**src/rtl/addsub_accumulator.sv**
```systemverilog
// Command front-end for an external two's-complement adder-subtractor; owns the accumulator and result flags.
// Latency: command accepted at edge t, out_valid sampled high at edge t+2; at most one command in flight.
// Backpressure: in_ready only in IDLE; RESP is held with stable acc/flags until out_ready.
module addsub_accumulator #(
  parameter int WIDTH = 4
) (
  input  logic             clk,
  input  logic             reset,
  // command side
  input  logic             in_valid,
  output logic             in_ready,
  input  logic [1:0]       in_op,
  input  logic [WIDTH-1:0] in_operand,
  // external adder
  output logic [WIDTH-1:0] add_a,
  output logic [WIDTH-1:0] add_b,
  output logic             add_k,
  input  logic [WIDTH-1:0] add_sum,
  input  logic             add_ovf,
  // result side
  output logic             out_valid,
  input  logic             out_ready,
  output logic [WIDTH-1:0] acc,
  output logic             res_ovf,
  output logic             ovf_sticky,
  output logic             res_zero,
  output logic             res_neg
);

  typedef enum logic [1:0] {
    ST_IDLE = 2'b00,
    ST_EXEC = 2'b01,
    ST_RESP = 2'b10
  } state_t;

  typedef enum logic [1:0] {
    OP_ADD   = 2'b00,
    OP_SUB   = 2'b01,
    OP_LOAD  = 2'b10,
    OP_CLEAR = 2'b11
  } op_t;

  state_t           state_q, state_d;
  op_t              op_q, op_d;
  logic [WIDTH-1:0] acc_q, acc_d;
  logic [WIDTH-1:0] add_b_q, add_b_d;
  logic             add_k_q, add_k_d;
  logic             res_ovf_q, res_ovf_d;
  logic             sticky_q, sticky_d;

  // Handshake FSM: next state and the two handshake outputs, decoded from state only.
  always_comb begin
    state_d   = state_q;
    in_ready  = 1'b0;
    out_valid = 1'b0;
    case (state_q)
      ST_IDLE: begin
        in_ready = 1'b1;
        if (in_valid) begin
          state_d = ST_EXEC;
        end
      end
      // Single cycle for the adder to settle on acc/add_b/add_k.
      ST_EXEC: begin
        state_d = ST_RESP;
      end
      ST_RESP: begin
        out_valid = 1'b1;
        if (out_ready) begin
          state_d = ST_IDLE;
        end
      end
      default: begin
        state_d = ST_IDLE;
      end
    endcase
  end

  // Datapath: capture the command on accept, commit the result at the end of EXEC.
  always_comb begin
    op_d      = op_q;
    acc_d     = acc_q;
    add_b_d   = add_b_q;
    add_k_d   = add_k_q;
    res_ovf_d = res_ovf_q;
    sticky_d  = sticky_q;
    if (state_q == ST_IDLE && in_valid) begin
      op_d    = op_t'(in_op);
      add_b_d = in_operand;
      add_k_d = (in_op == OP_SUB);
    end
    if (state_q == ST_EXEC) begin
      case (op_q)
        OP_ADD, OP_SUB: begin
          // Overflow is taken from the adder as-is; acc wraps, never saturates.
          acc_d     = add_sum;
          res_ovf_d = add_ovf;
          sticky_d  = sticky_q | add_ovf;
        end
        OP_LOAD: begin
          acc_d     = add_b_q;
          res_ovf_d = 1'b0;
        end
        default: begin
          acc_d     = '0;
          res_ovf_d = 1'b0;
          sticky_d  = 1'b0;
        end
      endcase
    end
  end

  // State and datapath registers; reset drops any in-flight command.
  always_ff @(posedge clk or posedge reset) begin
    if (reset) begin
      state_q   <= ST_IDLE;
      op_q      <= OP_ADD;
      acc_q     <= '0;
      add_b_q   <= '0;
      add_k_q   <= 1'b0;
      res_ovf_q <= 1'b0;
      sticky_q  <= 1'b0;
    end else begin
      state_q   <= state_d;
      op_q      <= op_d;
      acc_q     <= acc_d;
      add_b_q   <= add_b_d;
      add_k_q   <= add_k_d;
      res_ovf_q <= res_ovf_d;
      sticky_q  <= sticky_d;
    end
  end

  // Adder operands come straight from registers; A always tracks the accumulator.
  always_comb begin
    add_a      = acc_q;
    add_b      = add_b_q;
    add_k      = add_k_q;
    acc        = acc_q;
    res_ovf    = res_ovf_q;
    ovf_sticky = sticky_q;
    res_zero   = (acc_q == '0);
    res_neg    = acc_q[WIDTH-1];
  end

endmodule

```
**config.mk**
```make
export PLATFORM = sky130hd
export DESIGN_NAME = addsub_accumulator
export DESIGN_NICKNAME = d
export VERILOG_FILES = /design/src/rtl/addsub_accumulator.sv
export SDC_FILE = /design/constraint.sdc
export NUM_CORES = 1
export LEC_CHECK = 0
export ABC_AREA = 1
export BUFFER_PORTS_ARGS = -buffer_cell sky130_fd_sc_hd__buf_2
export CORE_MARGIN = 5
export CORE_UTILIZATION = 46
export CTS_BUF_LIST = sky130_fd_sc_hd__clkbuf_4 sky130_fd_sc_hd__clkbuf_8
export DETAILED_ROUTE_END_ITERATION = 6
export PLACE_DENSITY = 0.88
export SYNTH_ARGS = -nofsm -noshare
export SYNTH_HDL_FRONTEND = slang
export SYNTH_SLANG_ARGS = --single-unit
export TNS_END_PERCENT = 20
```
**constraint.sdc**
```tcl
create_clock -name clk -period 1.36 [get_ports clk]
set_clock_uncertainty 0.15 [all_clocks]
set_input_delay 0.204 -clock clk [delete_from_list [all_inputs] [get_ports clk]]
set_output_delay 0.204 -clock clk [all_outputs]
set_load 0.01 [all_outputs]
```
==> results.md <==
- RSZ-0062 raised after global routing: true
- PD cells: 2150 nW/um2
- VDD IR max: approximately 1.3 mV
- Tmin final: 1.41 ns
- WS Path Type: reg2out
- GRT Max-Usage Layer: met2
- Num CTS Buffers: 3
- Clk pwr share: 12.6%
- Async set-reset flop share out of synthesis: 100%
- Combinational power share: between 40% and 50%
- Final Cell Area: between 900 and 1000 um2
- CTS tree: built
- CP Data Required Time: 1.01 ns
- Sw Share: 41.9%
- Synth cell types: 15
- Worst-Skew Late Latency: 0.28 ns
- Vias in the first global route: 601
- Leakage Power: 0.575 nW
- Type of origin of the critical path: flop
- DPL Wire Length: 1170 um
- Setup crit start: acc[1]
- Nets: 142
- GR Overflow Total: 0
- H-tree depth: 1
- Psw: 888 uW
- #FFs+latches synth: 15
- Core ar.: around 1500 um2
- Die X: 49.1 um
- Fin. Hold Viols: 0
- Layout cells sized above 1: 38.9%
- Yosys top cell area share: 53.5%
- Antenna-violating nets left: 0
- Crit. End Element: primary output
- 1st-pass router iterations: 4
- Final GP Congestion: 0.781
- Final period util: 103%
- Most used DFF post-synth: dfrtp_1
- Row count: 14
- Io pins: 34
- Status: complete, but fails checks
- Clk root buf: clkbuf_4
- First-pass GRT wire length: 2600 um
- FMAX: 0.712 GHz
- Failing checks: negative setup slack
- GRT met1 Usage: between 10% and 20%
- Reg-to-reg slack, setup: roughly 0.23 ns
- Final Power: 2.12 mW
- Int Power: 1.23 mW
- Post-synth net total: 100
- Via count: 651
- Sequential share of the synthesized area: ~53%
- Flop pwr share: roughly two fifths
- Synthesized area: about 700 um2
- Met3 usage: under 10%
- CP arrival: between 1 and 1.5 ns
- Met2 Use GR: 24.2%
- Clk slew on worst S/H paths: 0.08 ns
- CTS Sinks: 15
- Clock buffer depth: 2
- Tot GR Track Use: 13.9%
- Final Worst Setup Slack: -0.0450 ns
- Starting Density: 47.7%
- Worst r2r src: state_q[1]
- Hold_sp: add_ovf
- DRC: 0
- Initial drt markers: 12
- Die ar.: 2410 um2
- Yosys top cell by area: dfrtp_1
- Maximum fanout along the worst path: 2
- Detailed-route wire length per cell: 11.1 um
- # setup viols final: 1
- Placed Area: approximately 850 um2
- Top cells by instance count after synthesis: 42 x nand2_1, 15 x dfrtp_1, 5 x buf_4, 5 x inv_1
- Port-buffer cells: 33
- Die height: approximately 49 um
- YS warnings: 0
- Mapped Cells: 85
- Most frequent cell after synthesis: nand2_1
- ANT cells: 0
- Pins Over Slew Limit: 0
- Worst hold path class: in2reg
- Area grow syn2layout: 40.3%
- Synth top area cells: dfrtp_1 53%, nand2_1 22%, buf_4 5.3%
- Largest net degree at the start of global routing: 16
- Initial antenna violation count: 0
- Drt total wl: 1570 um
- Number of synthesized flops with an enable pin: 0
- Relative slew slack: 64.0%
- Maxcap violations: 0
- Avg Cell Area, Syn: 8.26 um2
- Slew @ Worst Pin: 0.540 ns
- Via/cell ratio: 4.58
## worst paths after layout
check / cells after the start / endpoint
worst max-delay path: 3 / res_zero
max in group asynchronous: 3 / state_q[0]
worst min register to register: 2 / res_ovf
min in group asynchronous: 3 / state_q[1]
worst min-delay path: 3 / res_ovf
worst max register to register: 5 / ovf_sticky
## what timing repair did
item	CTS	global route
gates resized for setup	2	3
pin swaps	1	0
hold buffers	7	0
hold endpoints to repair	21	0
setup endpoints to repair	2	3
setup buffers	2	0
## power by group through the flow
stage	logic, mW	registers, mW	clock network, mW
after detailed placement	0.934	0.837	0
after CTS	1.01	0.822	0.277
final	1.03	0.827	0.266
after global routing	1.14	0.856	0.296
after floorplan	0.587	0.892	0
after global placement	0.915	0.822	0
## stage by stage
step | hold slack [ns] | setup slack [ns] | instances | TNS (ns) | util [%]
6_report | 0.0407 | -0.0450 | 142 | -0.0450 | 66.9
3_3_place_gp | 0.107 | 0.213 | 129 | 0 | 57.7
3_5_place_dp | 0.123 | 0.175 | 129 | 0 | 57.7
2_1_floorplan | -0.0445 | 0.159 | 85 | 0 | -
4_1_cts | 0.0398 | -0.0675 | 142 | -0.0675 | 66.1
5_1_grt | 0.0420 | -0.114 | 142 | -0.162 | 66.9
## cells in the final DEF, fill, tap and decap left out
cell,n
nor2_1,1
clkbuf_4,4
nand3_1,4
nand2_4,1
nor2_4,2
inv_2,1
dfrtp_2,1
dfrtp_1,14
clkinv_4,1
nand2_2,1
inv_1,5
buf_2,32
o21ai_1,4
dlygate4sd3_1,7
buf_6,1
inv_4,1
nand2_1,42
nor3b_2,1
buf_4,2
nand3_2,1
## kinds of logic (layout without fill, tap and decap cells)
logic type | count (synthesis) | count (layout) | synth area share, %
simple gates | 53 | 53 | 33.0
flops | 15 | 15 | 53.5
buf+inv | 13 | 54 | 10.7
compound gates | 4 | 4 | 2.85
## layout make-up
type,instances,area (um2)
Clock buffer,4,30.0
Fill cell,133,487
Inverter,8,37.5
Multi-Input combinational cell,57,264
Sequential cell,15,377
Tap cell,16,20.0
Timing Repair Buffer,42,256
## metal layers
metal,part of all wire (%),vias up
met2,52,25
li1,-,337
met1,39,285
met4,1.7,0
met5,0,-
met3,7.8,4
## registers in the layout, indices dropped and copies added (netlist names)
register and count:
add_b 4, res_ovf 1, state_q 2, acc 4
op_q 2, ovf_sticky 1, add_k 1
## critical path, cell delays in order, from the launching register on
cell	delay, ns
dfrtp_1	0.38
nor2_1	0.10
nor3b_2	0.15
buf_2	0.15
Note: power is estimated with default switching activity, not from simulation.
